**config.mk**
```make
export PLATFORM = sky130hd
export DESIGN_NAME = pipeline_redirect_scheduler_flat
export DESIGN_NICKNAME = d
export VERILOG_FILES = /design/src/rtl/pipeline_redirect_scheduler_if.sv /design/src/rtl/pipeline_redirect_scheduler.sv /design/src/flat_wrapper.sv
export SDC_FILE = /design/constraint.sdc
export NUM_CORES = 1
export LEC_CHECK = 0
export BUFFER_PORTS_ARGS = -buffer_cell sky130_fd_sc_hd__buf_2
export CORE_MARGIN = 2
export CORE_UTILIZATION = 42
export CTS_CLUSTER_DIAMETER = 40
export CTS_CLUSTER_SIZE = 24
export DETAILED_ROUTE_END_ITERATION = 10
export PLACE_DENSITY = 0.72
export SYNTH_ARGS = -nofsm -noshare
export SYNTH_HDL_FRONTEND = slang
export SYNTH_SLANG_ARGS = --single-unit
export TNS_END_PERCENT = 5
```
**constraint.sdc**
```tcl
create_clock -name clk -period 4.65 [get_ports clk]
set_input_delay 0.465 -clock clk [delete_from_list [all_inputs] [get_ports clk]]
set_output_delay 0.465 -clock clk [all_outputs]
set_load 0.05 [all_outputs]
```
**src/rtl/pipeline_redirect_scheduler_if.sv**
```systemverilog
`default_nettype none
// ============================================================================
// Module   : pipeline_redirect_scheduler_if
// Brief    : Event, hazard and redirect-handshake bundle for the scheduler.
// Revision : 1.0  initial release
// ============================================================================
interface pipeline_redirect_scheduler_if #(
    parameter int ADDR_WIDTH = 32,
    parameter int CNT_WIDTH  = 32
) ();
    logic                  predict_miss;
    logic [ADDR_WIDTH-1:0] real_addr;
    logic                  exp_en;
    logic [ADDR_WIDTH-1:0] trap_entry;
    logic                  e_ret;
    logic [ADDR_WIDTH-1:0] epc;
    logic                  mem_stall;
    logic                  ex_stall;
    logic                  load_use;
    logic                  redirect_ready;
    logic [4:0]            flush;
    logic [4:0]            stall;
    logic                  redirect_valid;
    logic [ADDR_WIDTH-1:0] redirect_pc;
    logic [CNT_WIDTH-1:0]  mispredict_cnt;
    logic [CNT_WIDTH-1:0]  exception_cnt;

    modport slave (
        input  predict_miss, real_addr, exp_en, trap_entry, e_ret, epc,
               mem_stall, ex_stall, load_use, redirect_ready,
        output flush, stall, redirect_valid, redirect_pc,
               mispredict_cnt, exception_cnt
    );

    modport master (
        output predict_miss, real_addr, exp_en, trap_entry, e_ret, epc,
               mem_stall, ex_stall, load_use, redirect_ready,
        input  flush, stall, redirect_valid, redirect_pc,
               mispredict_cnt, exception_cnt
    );
endinterface
`default_nettype wire

```
**src/rtl/pipeline_redirect_scheduler.sv**
```systemverilog
`default_nettype none
// ============================================================================
// Module   : pipeline_redirect_scheduler
// Brief    : Redirect arbitration, per-stage flush/stall and fetch handshake.
// Revision : 1.0  initial release
// ============================================================================
module pipeline_redirect_scheduler #(
    parameter int ADDR_WIDTH = 32,
    parameter int CNT_WIDTH  = 32
) (
    input  wire logic                    clk,
    input  wire logic                    rst_n,
    pipeline_redirect_scheduler_if.slave bus
);

    typedef enum logic [0:0] {
        ST_IDLE     = 1'b0,
        ST_REDIRECT = 1'b1
    } state_t;

    state_t                state_q, state_d;
    logic [ADDR_WIDTH-1:0] redirect_pc_q, redirect_pc_d;
    logic [CNT_WIDTH-1:0]  mispredict_cnt_q, mispredict_cnt_d;
    logic [CNT_WIDTH-1:0]  exception_cnt_q, exception_cnt_d;

    logic       in_redirect;
    logic       trap_evt;
    logic       miss_evt;
    logic [4:0] flush_raw;
    logic [4:0] stall_raw;

    always_comb begin
        in_redirect = (state_q == ST_REDIRECT);
        trap_evt    = bus.exp_en | bus.e_ret;
        // A mispredict seen while a redirect is pending is from a killed path.
        miss_evt    = bus.predict_miss & ~trap_evt & ~in_redirect;

        flush_raw = 5'b00000;
        if (trap_evt) begin
            flush_raw = 5'b11110;
        end else if (miss_evt) begin
            flush_raw = 5'b11000;
        end else if (bus.load_use) begin
            flush_raw = 5'b00100;
        end
        if (in_redirect) begin
            flush_raw[4] = 1'b1;
        end

        stall_raw = 5'b00000;
        if (bus.mem_stall) begin
            stall_raw = 5'b11110;
        end else if (bus.ex_stall) begin
            stall_raw = 5'b11100;
        end else if (bus.load_use) begin
            stall_raw = 5'b11000;
        end
    end

    always_comb begin
        state_d          = state_q;
        redirect_pc_d    = redirect_pc_q;
        mispredict_cnt_d = mispredict_cnt_q;
        exception_cnt_d  = exception_cnt_q;

        if (bus.exp_en) begin
            redirect_pc_d = bus.trap_entry;
        end else if (bus.e_ret) begin
            redirect_pc_d = bus.epc;
        end else if (miss_evt) begin
            redirect_pc_d = bus.real_addr;
        end

        // A new trap/ertn beats handshake completion in the same cycle.
        if (trap_evt) begin
            state_d         = ST_REDIRECT;
            exception_cnt_d = exception_cnt_q + CNT_WIDTH'(1);
        end else if (miss_evt) begin
            state_d          = ST_REDIRECT;
            mispredict_cnt_d = mispredict_cnt_q + CNT_WIDTH'(1);
        end else if (in_redirect && bus.redirect_ready) begin
            state_d = ST_IDLE;
        end
    end

    always_ff @(posedge clk or negedge rst_n) begin
        if (!rst_n) begin
            state_q          <= ST_IDLE;
            redirect_pc_q    <= '0;
            mispredict_cnt_q <= '0;
            exception_cnt_q  <= '0;
        end else begin
            state_q          <= state_d;
            redirect_pc_q    <= redirect_pc_d;
            mispredict_cnt_q <= mispredict_cnt_d;
            exception_cnt_q  <= exception_cnt_d;
        end
    end

    assign bus.flush          = rst_n ? flush_raw : 5'b00000;
    assign bus.stall          = rst_n ? (stall_raw & ~flush_raw) : 5'b00000;
    assign bus.redirect_valid = in_redirect;
    assign bus.redirect_pc    = redirect_pc_q;
    assign bus.mispredict_cnt = mispredict_cnt_q;
    assign bus.exception_cnt  = exception_cnt_q;

endmodule
`default_nettype wire
```
**src/flat_wrapper.sv**
```systemverilog
// flat-port wrapper written by rule: the top's interface ports become plain ports
module pipeline_redirect_scheduler_flat 
#(
    parameter int ADDR_WIDTH = 32,
    parameter int CNT_WIDTH  = 32
)
  (clk, rst_n, bus_predict_miss, bus_real_addr, bus_exp_en, bus_trap_entry, bus_e_ret, bus_epc, bus_mem_stall, bus_ex_stall, bus_load_use, bus_redirect_ready, bus_flush, bus_stall, bus_redirect_valid, bus_redirect_pc, bus_mispredict_cnt, bus_exception_cnt);
  pipeline_redirect_scheduler_if #(.ADDR_WIDTH(ADDR_WIDTH), .CNT_WIDTH(CNT_WIDTH)) bus_i ();
  input  wire logic clk;
  input  wire logic rst_n;
  input wire logic [$bits(bus_i.predict_miss)-1:0] bus_predict_miss;
  input wire logic [$bits(bus_i.real_addr)-1:0] bus_real_addr;
  input wire logic [$bits(bus_i.exp_en)-1:0] bus_exp_en;
  input wire logic [$bits(bus_i.trap_entry)-1:0] bus_trap_entry;
  input wire logic [$bits(bus_i.e_ret)-1:0] bus_e_ret;
  input wire logic [$bits(bus_i.epc)-1:0] bus_epc;
  input wire logic [$bits(bus_i.mem_stall)-1:0] bus_mem_stall;
  input wire logic [$bits(bus_i.ex_stall)-1:0] bus_ex_stall;
  input wire logic [$bits(bus_i.load_use)-1:0] bus_load_use;
  input wire logic [$bits(bus_i.redirect_ready)-1:0] bus_redirect_ready;
  output wire logic [$bits(bus_i.flush)-1:0] bus_flush;
  output wire logic [$bits(bus_i.stall)-1:0] bus_stall;
  output wire logic [$bits(bus_i.redirect_valid)-1:0] bus_redirect_valid;
  output wire logic [$bits(bus_i.redirect_pc)-1:0] bus_redirect_pc;
  output wire logic [$bits(bus_i.mispredict_cnt)-1:0] bus_mispredict_cnt;
  output wire logic [$bits(bus_i.exception_cnt)-1:0] bus_exception_cnt;
  assign bus_i.predict_miss = bus_predict_miss;
  assign bus_i.real_addr = bus_real_addr;
  assign bus_i.exp_en = bus_exp_en;
  assign bus_i.trap_entry = bus_trap_entry;
  assign bus_i.e_ret = bus_e_ret;
  assign bus_i.epc = bus_epc;
  assign bus_i.mem_stall = bus_mem_stall;
  assign bus_i.ex_stall = bus_ex_stall;
  assign bus_i.load_use = bus_load_use;
  assign bus_i.redirect_ready = bus_redirect_ready;
  assign bus_flush = bus_i.flush;
  assign bus_stall = bus_i.stall;
  assign bus_redirect_valid = bus_i.redirect_valid;
  assign bus_redirect_pc = bus_i.redirect_pc;
  assign bus_mispredict_cnt = bus_i.mispredict_cnt;
  assign bus_exception_cnt = bus_i.exception_cnt;
  pipeline_redirect_scheduler #(.ADDR_WIDTH(ADDR_WIDTH), .CNT_WIDTH(CNT_WIDTH)) u_core (.clk(clk), .rst_n(rst_n), .bus(bus_i));
endmodule
```
==> Implementation_results.wiki, run 1 <==
{| class="wikitable"
! Metric !! Value
|-
| Core Footprint || 11320 um2
|-
| CTS Hold Buffers Added || 0
|-
| Number of pins exceeding their max-slew limit in the final report || 0
|-
| Int Pwr || roughly 1.7 mW
|-
| Data required time at the worst endpoint || 4.18 ns
|-
| Final hold violations || 0
|-
| Synthesized cell area || ~4800 um2
|-
| Sw Pwr || between 800 and 900 uW
|-
| Unrepaired setup endpoints after global routing || no
|-
| Worst Clk Skew || roughly 0.0049 ns
|-
| Dominant cells by area after synthesis || sky130_fd_sc_hd__dfrtp_1 (50%), sky130_fd_sc_hd__xnor2_1 (8.4%), sky130_fd_sc_hd__mux2i_1 (6.6%)
|-
| Initial core utilization || between 40% and 50%
|-
| Commonest non-fill, non-tap cells in the layout || sky130_fd_sc_hd__buf_2 (208), sky130_fd_sc_hd__dfrtp_1 (97), sky130_fd_sc_hd__nand2_1 (55)
|-
| Most common cell after layout, fill and taps aside || sky130_fd_sc_hd__buf_2
|-
| Placed Instance Area || roughly 6000 um2
|-
| Leakage power figure || 3.225 nW
|-
| IR drop worst, VDD || roughly 180 uV
|-
| Sequential Power Share || 39.8%
|-
| Remaining global-route overflow || 0
|-
| Vertical extent of the die || about 110 um
|-
| Worst setup EP type || output port
|-
| Switching power as a share of total power || 33.54%
|-
| Maximum cell stage delay along the critical path || 0.46 ns
|-
| Clock Tree Buf Depth || 2
|-
| H-tree lvl count || 3
|-
| Number of standard-cell rows in the floorplan || 39
|-
| Number of max-cap violations || 0
|-
| Count of boundary I/O pins || between 200 and 250
|-
| CP Buf/Inv Count || 5
|-
| I/O Buffers || approximately 210
|-
| All-layer global routing usage || about a fifth
|-
| Final core utilization || a little under three fifths
|-
| First-pass GRT wire length || about 21 mm
|-
| Count of inserted antenna diode cells || 0
|-
| Worst skew pair latency || 0.34 ns
|-
| Combinational share of power || 24.7%
|-
| Setup Crit Path Kind || in -> out
|-
| Vias per Instance || roughly 5.2
|-
| Total negative slack || 0 ns
|-
| Area Overhead vs Synth || 31.54%
|-
| Top cell type's share of synthesized area || between 50% and 60%
|-
| Cell repeated most along the worst path || sky130_fd_sc_hd__buf_4
|-
| Setup violation total in the final timing report || 0
|-
| Total CTS buffers || 9
|-
| Number of buffers inserted by post-CTS setup repair || 0
|-
| Worst hold-check slack || approximately 0.18 ns
|-
| Kind of start point of the critical path || primary input
|-
| Result of the run || complete, no violations
|-
| Mapped Cells || 487
|-
| Largest net degree at the start of global routing || 63
|-
| Clock slew seen by the registers of the worst setup and hold paths || 0.07 ns
|-
| Clock tree from TritonCTS || built
|-
| Sequential area share after synthesis || about half
|-
| Path class of the lowest-slack min-delay path || in -> async
|-
| Sinks on the clock net || 97
|-
| Initial DRT Pass Iterations || 4
|-
| Final GP Congestion || slightly below 0.9
|-
| Drc violations || 0
|-
| Total via count after detailed routing || 4340
|-
| Root cell of the clock tree || sky130_fd_sc_hd__clkbuf_16
|-
| Series of cell instances along the critical path || buf_2 > buf_4 > nor3_2 > buf_4 > buf_4 > nor2b_1 > buf_2
|-
| CP max-delay cell || sky130_fd_sc_hd__buf_2
|-
| Total power density per cell area || around 390 nW/um2
|-
| Cell taking the most area after synthesis || sky130_fd_sc_hd__dfrtp_1
|-
| Final routed wire length divided by cell count || between 15 and 20 um
|-
| Die footprint || roughly 12000 um2
|-
| Cells resized by post-CTS repair || 0
|-
| Slew HR || between 15 and 20%
|-
| Worst EP arrival || 2.33 ns
|-
| Share of the clock period used by the worst path after layout || about three fifths
|-
| Highest fanout seen on the critical path || 57
|-
| Actual transition at the worst max-transition pin || between 1 and 1.5 ns
|-
| Number of flip-flops and latches in the synthesized netlist || 97
|-
| Number of different library cells in the post-synthesis netlist || 37
|-
| Number of nets in the finished design || 796
|-
| Minimum clock period after layout || around 2.8 ns
|-
| Clock network fraction of total power || a little over a third
|-
| Post-route standard cell area excluding fillers || 6345 um2
|-
| Number of warning messages in the yosys log || 0
|-
| Fraction of layout cells with a size suffix above 1 || between 30% and 40%
|-
| First-iteration detailed-routing DRC count || 291
|-
| Cell class contributing the biggest share of worst-path delay || buffers and inverters
|-
| Avg Synthesized Cell Area || between 9 and 10 um2
|-
| Horizontal die dimension || roughly 110 um
|-
| Via count of the first global-routing pass || between 4k and 5k
|-
| Final antenna-violating net count || 0
|-
| Initial antenna violation count || 0
|-
| Achievable clock frequency || between 300 and 400 MHz
|-
| Total wire length after detailed routing || 12.69 mm
|-
| Placed wire-length estimate after detailed placement || slightly below 10 mm
|}
-- cell type report --
cell class | count | area [um2]
Fill cell | 1055 | 4976
Clock inverter | 5 | 128.9
Clock buffer | 10 | 229.0
Sequential cell | 97 | 2427
Inverter | 5 | 18.77
Multi-Input combinational cell | 361 | 2268
Tap cell | 143 | 178.9
Timing Repair Buffer | 215 | 1094
-- stage by stage --
step | power [mW] | instances | setup slack (ns)
after floorplan | 1.428 | 488 | 1.961
after global placement | 1.615 | 821 | 1.879
after detailed placement | 1.636 | 821 | 1.823
after CTS | 2.530 | 836 | 1.853
after global routing | 2.612 | 836 | 1.618
final | 2.506 | 836 | 1.853
-- power groups by stage --
| stage | Sequential, mW | Clock [mW] | Combinational [mW] |
|---|---|---|---|
| 2_1_floorplan | 1.26 | 0 | 0.168 |
| 4_1_cts | 0.997 | 0.908 | 0.626 |
| 5_1_grt | 1.01 | 0.945 | 0.661 |
| 6_report | 0.996 | 0.891 | 0.618 |
| 3_5_place_dp | 1.01 | 0 | 0.625 |
| 3_3_place_gp | 1.01 | 0 | 0.610 |
-- Yosys cell counts --
| cell type | n |
|---|---|
| sky130_fd_sc_hd__nand3_1 | 24 |
| sky130_fd_sc_hd__nor4_4 | 2 |
| sky130_fd_sc_hd__dfrtp_1 | 97 |
| sky130_fd_sc_hd__ha_1 | 2 |
| sky130_fd_sc_hd__buf_1 | 3 |
| sky130_fd_sc_hd__or4b_4 | 1 |
| sky130_fd_sc_hd__mux2_2 | 1 |
| sky130_fd_sc_hd__nor2b_1 | 3 |
| sky130_fd_sc_hd__mux2i_1 | 32 |
| sky130_fd_sc_hd__a21boi_0 | 1 |
| sky130_fd_sc_hd__or4_4 | 1 |
| sky130_fd_sc_hd__conb_1 | 1 |
| sky130_fd_sc_hd__o211ai_1 | 1 |
| sky130_fd_sc_hd__or4_1 | 2 |
| sky130_fd_sc_hd__o311a_1 | 1 |
| sky130_fd_sc_hd__nand2b_1 | 1 |
| sky130_fd_sc_hd__nor3b_1 | 2 |
| sky130_fd_sc_hd__nor4_1 | 5 |
| sky130_fd_sc_hd__and3_1 | 7 |
| sky130_fd_sc_hd__a21oi_1 | 32 |
| sky130_fd_sc_hd__and2_1 | 4 |
| sky130_fd_sc_hd__o21ai_0 | 36 |
| sky130_fd_sc_hd__buf_6 | 3 |
| sky130_fd_sc_hd__and4_1 | 3 |
| sky130_fd_sc_hd__nor3_2 | 3 |
| sky130_fd_sc_hd__buf_4 | 2 |
| sky130_fd_sc_hd__xnor2_1 | 46 |
| sky130_fd_sc_hd__nand4_1 | 24 |
| sky130_fd_sc_hd__clkbuf_1 | 17 |
| sky130_fd_sc_hd__nor4_2 | 1 |
| sky130_fd_sc_hd__xor2_1 | 16 |
| sky130_fd_sc_hd__nand4b_1 | 1 |
| sky130_fd_sc_hd__or2_2 | 2 |
| sky130_fd_sc_hd__nor3_1 | 6 |
| sky130_fd_sc_hd__nor2_1 | 44 |
| sky130_fd_sc_hd__nand2_1 | 55 |
| sky130_fd_sc_hd__inv_1 | 5 |
-- per-layer routing --
| layer | global-route usage, % | vias to the layer above | routed length (um) |
|---|---|---|---|
| li1 | - | 2092 | - |
| met1 | 24.92 | 2074 | 5247 |
| met2 | 36.99 | 161 | 6499 |
| met3 | 4.319 | 13 | 782 |
| met4 | 8.395 | 0 | 159 |
| met5 | 0 | - | 0 |
-- sequential cells by signal, summed over array words and instances, names as in the netlist --
| register | count |
|---|---|
| u_core.bus.exception_cnt | 32 |
| u_core.bus.mispredict_cnt | 32 |
| u_core.bus.redirect_pc | 32 |
| u_core.bus.redirect_valid | 1 |
-- cell families after synthesis --
kind of cell,Yosys count,share of synthesized area (%)
AOI/OAI and AO/OA,71,7.575
adders and majority gates,2,0.5187
DFF,97,50.32
other,1,0.07775
muxes,33,6.874
buffers and inverters,30,2.957
and+or+nand+nor,191,20.41
xor gates and xnor gates,62,11.26
-- worst reg2reg max path, stage by stage, from the launching register on --
cell and delay (ns):
sky130_fd_sc_hd__dfrtp_1 0.43, sky130_fd_sc_hd__or4b_4 0.59, sky130_fd_sc_hd__nor4_2 0.80, sky130_fd_sc_hd__nand4_1 0.22, sky130_fd_sc_hd__xnor2_1 0.18
-- final timing paths --
| kind | startpoint | to | slack [ns] | cells after the start |
|---|---|---|---|---|
| worst max register to register | u_core.bus.redirect_valid$_DFFE_PN0P_ | u_core.bus.mispredict_cnt[18]$_DFFE_PN0P_ | 2.32 | 4 |
| max in group asynchronous | rst_n | u_core.bus.mispredict_cnt[15]$_DFFE_PN0P_ | 3.46 | 2 |
| worst max-delay path | bus_exp_en | bus_flush[3] | 1.85 | 7 |
| min in group clk | bus_redirect_ready | u_core.bus.redirect_valid$_DFFE_PN0P_ | 0.34 | 2 |
| worst min register to register | u_core.bus.exception_cnt[31]$_DFFE_PN0P_ | u_core.bus.exception_cnt[31]$_DFFE_PN0P_ | 0.47 | 1 |
| worst min-delay path | rst_n | u_core.bus.exception_cnt[17]$_DFFE_PN0P_ | 0.18 | 1 |
Power figures use the tool's default switching activity.
==> run 2, diff against run 1 <==
==> constraint.sdc (replaced) <==
create_clock -name clk -period 2.9 [get_ports clk]
set_input_delay 0.29 -clock clk [delete_from_list [all_inputs] [get_ports clk]]
set_output_delay 0.29 -clock clk [all_outputs]
set_load 0.05 [all_outputs]
==> run 2 against run 1 <==
Worst setup slack got worse by 1.2 ns. Critical path type unchanged. Wire length rose by 1.7%. Sequential power rose by 61%. Cell area rose by 0.37%. Largest cell class unchanged. Critical path depth fell by 2. Global-route usage fell by 0.27 points. Final cell count rose by 1.3%. Core utilization rose by 0.21 points.
==> Implementation_results.wiki, run 2 (synthesized netlist as in run 1, its figures left out) <==
{| class="wikitable"
! Metric !! Value
|-
| Result of the run || complete, no violations
|-
| Via count of the first global-routing pass || 4333 (-1.9%)
|-
| Initial antenna violation count || 0 (unchanged)
|-
| Worst setup EP type || output port
|-
| Setup violation total in the final timing report || 0 (unchanged)
|-
| Setup Crit Path Kind || in -> out
|-
| I/O Buffers || 209 (unchanged)
|-
| Total wire length after detailed routing || 12.90 mm (+1.7%)
|-
| Highest fanout seen on the critical path || 39 (-32%)
|-
| Leakage power figure || 3.247 nW (+0.68%)
|-
| Share of the clock period used by the worst path after layout || between 70 and 80%
|-
| Initial core utilization || 42.61% (unchanged)
|-
| IR drop worst, VDD || 256.3 uV (+43%)
|-
| Count of boundary I/O pins || 212 (unchanged)
|-
| Final antenna-violating net count || 0 (unchanged)
|-
| Total power density per cell area || 596.7 nW/um2 (+51%)
|-
| Worst hold-check slack || 0.1913 ns (+0.008854 ns)
|-
| Actual transition at the worst max-transition pin || 0.5534 ns (-0.6437 ns)
|-
| Final hold violations || 0 (unchanged)
|-
| Commonest non-fill, non-tap cells in the layout || sky130_fd_sc_hd__buf_2 (208), sky130_fd_sc_hd__dfrtp_1 (97), sky130_fd_sc_hd__nand2_1 (55)
|-
| Clock slew seen by the registers of the worst setup and hold paths || 0.07 ns (about the same)
|-
| First-pass GRT wire length || 20.71 mm (-1.7%)
|-
| Largest net degree at the start of global routing || 46 (-27%)
|-
| Achievable clock frequency || 443.5 MHz
|-
| Die footprint || 12360 um2 (unchanged)
|-
| Vias per Instance || 5.043 (-2.9%)
|-
| Fraction of layout cells with a size suffix above 1 || 35.94% (+1.0 points)
|-
| Post-placement cell count || 830 (+1.1%)
|-
| Filler-free cell count of the finished design || 847 (+1.3%)
|-
| Area Overhead vs Synth || 32.04%
|-
| Placed wire-length estimate after detailed placement || 9.925 mm (+3.2%)
|-
| Root cell of the clock tree || sky130_fd_sc_hd__clkbuf_16
|-
| Worst Clk Skew || 0.006224 ns (+0.001303 ns)
|-
| Path class of the lowest-slack min-delay path || in -> reg
|-
| Remaining global-route overflow || 0 (unchanged)
|-
| Final GP Congestion || 0.8410 (-3.0%)
|-
| Final routed wire length divided by cell count || 15.23 um (+0.37%)
|-
| Total via count after detailed routing || 4271 (-1.6%)
|-
| Placed Instance Area || 6055 um2 (+1.1%)
|-
| Horizontal die dimension || 111.2 um (unchanged)
|-
| Post-route standard cell area excluding fillers || 6369 um2 (+0.37%)
|-
| Drc violations || 0 (unchanged)
|-
| Initial DRT Pass Iterations || 4 (unchanged)
|-
| H-tree lvl count || 3 (unchanged)
|-
| Core Footprint || 11320 um2 (unchanged)
|-
| Worst EP arrival || 1.96 ns (-0.37 ns)
|-
| Count of inserted antenna diode cells || 0 (unchanged)
|-
| Vertical extent of the die || 111.2 um (unchanged)
|-
| Worst skew pair latency || 0.34 ns (about the same)
|-
| Number of standard-cell rows in the floorplan || 39 (unchanged)
|-
| All-layer global routing usage || 20.68% (-0.27 points)
|-
| Slew HR || 62.82% (+43 points)
|-
| Data required time at the worst endpoint || 2.61 ns (-1.57 ns)
|-
| Clock tree from TritonCTS || built
|-
| Sinks on the clock net || 97 (unchanged)
|-
| Total CTS buffers || 9 (unchanged)
|-
| Number of nets in the finished design || 806 (+1.3%)
|-
| Number of pins exceeding their max-slew limit in the final report || 0 (unchanged)
|-
| Number of max-cap violations || 0 (unchanged)
|-
| Most common cell after layout, fill and taps aside || sky130_fd_sc_hd__buf_2
|-
| Clock Tree Buf Depth || 2 (unchanged)
|-
| Minimum clock period after layout || 2.255 ns
|-
| First-iteration detailed-routing DRC count || 204 (-30%)
|-
| Unrepaired setup endpoints after global routing || no
|-
| Kind of start point of the critical path || primary input
|-
| Total negative slack || 0 ns (unchanged)
|}
-- run 2: cell types whose count changed in the layout (fill, tap and decap cells not counted), sizes merged, moves of 2 or more --
cell and change:
buf +9, clkinvlp +2, inv +2, bufinv -3
-- run 2: final cells by class --
type                    instances  area (um2)
flip-flops and latches         97        2427
well taps                     143       178.9
inverters                       5       18.77
clock buffers                   9       225.2
multi-input cells             361        2268
fillers                      1053        4952
repair buffers                225        1171
clock inverters                 7       78.83
-- run 2: per-layer routing --
layer / GRT usage (%) / wire length, um / vias to the layer above / part of all wire [%]
li1: - / - / 2109 / -
met1: 24.44 / 5426 / 2003 / 42
met2: 36.87 / 6523 / 145 / 51
met3: 4.538 / 779 / 14 / 6.0
met4: 7.572 / 174 / 0 / 1.3
met5: 0 / 0 / - / 0
-- run 2: worst paths after layout --
| kind | slack [ns] | startpoint | cells past startpoint | endpoint |
|---|---|---|---|---|
| worst max-delay path | 0.65 | rst_n | 5 | bus_stall[4] |
| worst min-delay path | 0.19 | bus_redirect_ready | 2 | u_core.bus.redirect_valid$_DFFE_PN0P_ |
| worst max register to register | 0.74 | u_core.bus.redirect_valid$_DFFE_PN0P_ | 4 | u_core.bus.mispredict_cnt[29]$_DFFE_PN0P_ |
| worst min register to register | 0.48 | u_core.bus.redirect_pc[0]$_DFFE_PN0P_ | 2 | u_core.bus.redirect_pc[0]$_DFFE_PN0P_ |
| max in group asynchronous | 1.52 | rst_n | 3 | u_core.bus.mispredict_cnt[19]$_DFFE_PN0P_ |
| min in group asynchronous | 0.47 | rst_n | 2 | u_core.bus.exception_cnt[0]$_DFFE_PN0P_ |
-- run 2: report_power, final --
part	total (mW)	internal (mW)	leakage, nW	switching (mW)
Sequential	1.60	1.47	1.27	0.124
Combinational	0.988	0.274	1.84	0.714
Clock	1.22	0.678	0.144	0.537
Total	3.80	2.42	3.25	1.38
-- run 2: repair_timing --
item | CTS | global route
endpoints found under the hold margin | 30 | 0
resized for setup | 0 | 0
hold buffers | 1 | 0
buffers inserted | 0 | 0
-- run 2: per-stage QoR --
step | util (%) | setup WS, ns | power (mW)
after floorplan | - | 0.3856 | 2.290
after global routing | 56.26 | 0.5511 | 3.968
after CTS | 56.26 | 0.6085 | 3.838
after global placement | 53.48 | 0.7412 | 2.593
after detailed placement | 53.48 | 0.6946 | 2.617
final | 56.26 | 0.6451 | 3.800
-- run 2: worst max-delay path: stages --
cell,delay [ns]
sky130_fd_sc_hd__dlygate4sd3_1,0.53
sky130_fd_sc_hd__buf_4,0.42
sky130_fd_sc_hd__o311a_1,0.29
sky130_fd_sc_hd__and2_1,0.14
sky130_fd_sc_hd__buf_2,0.26
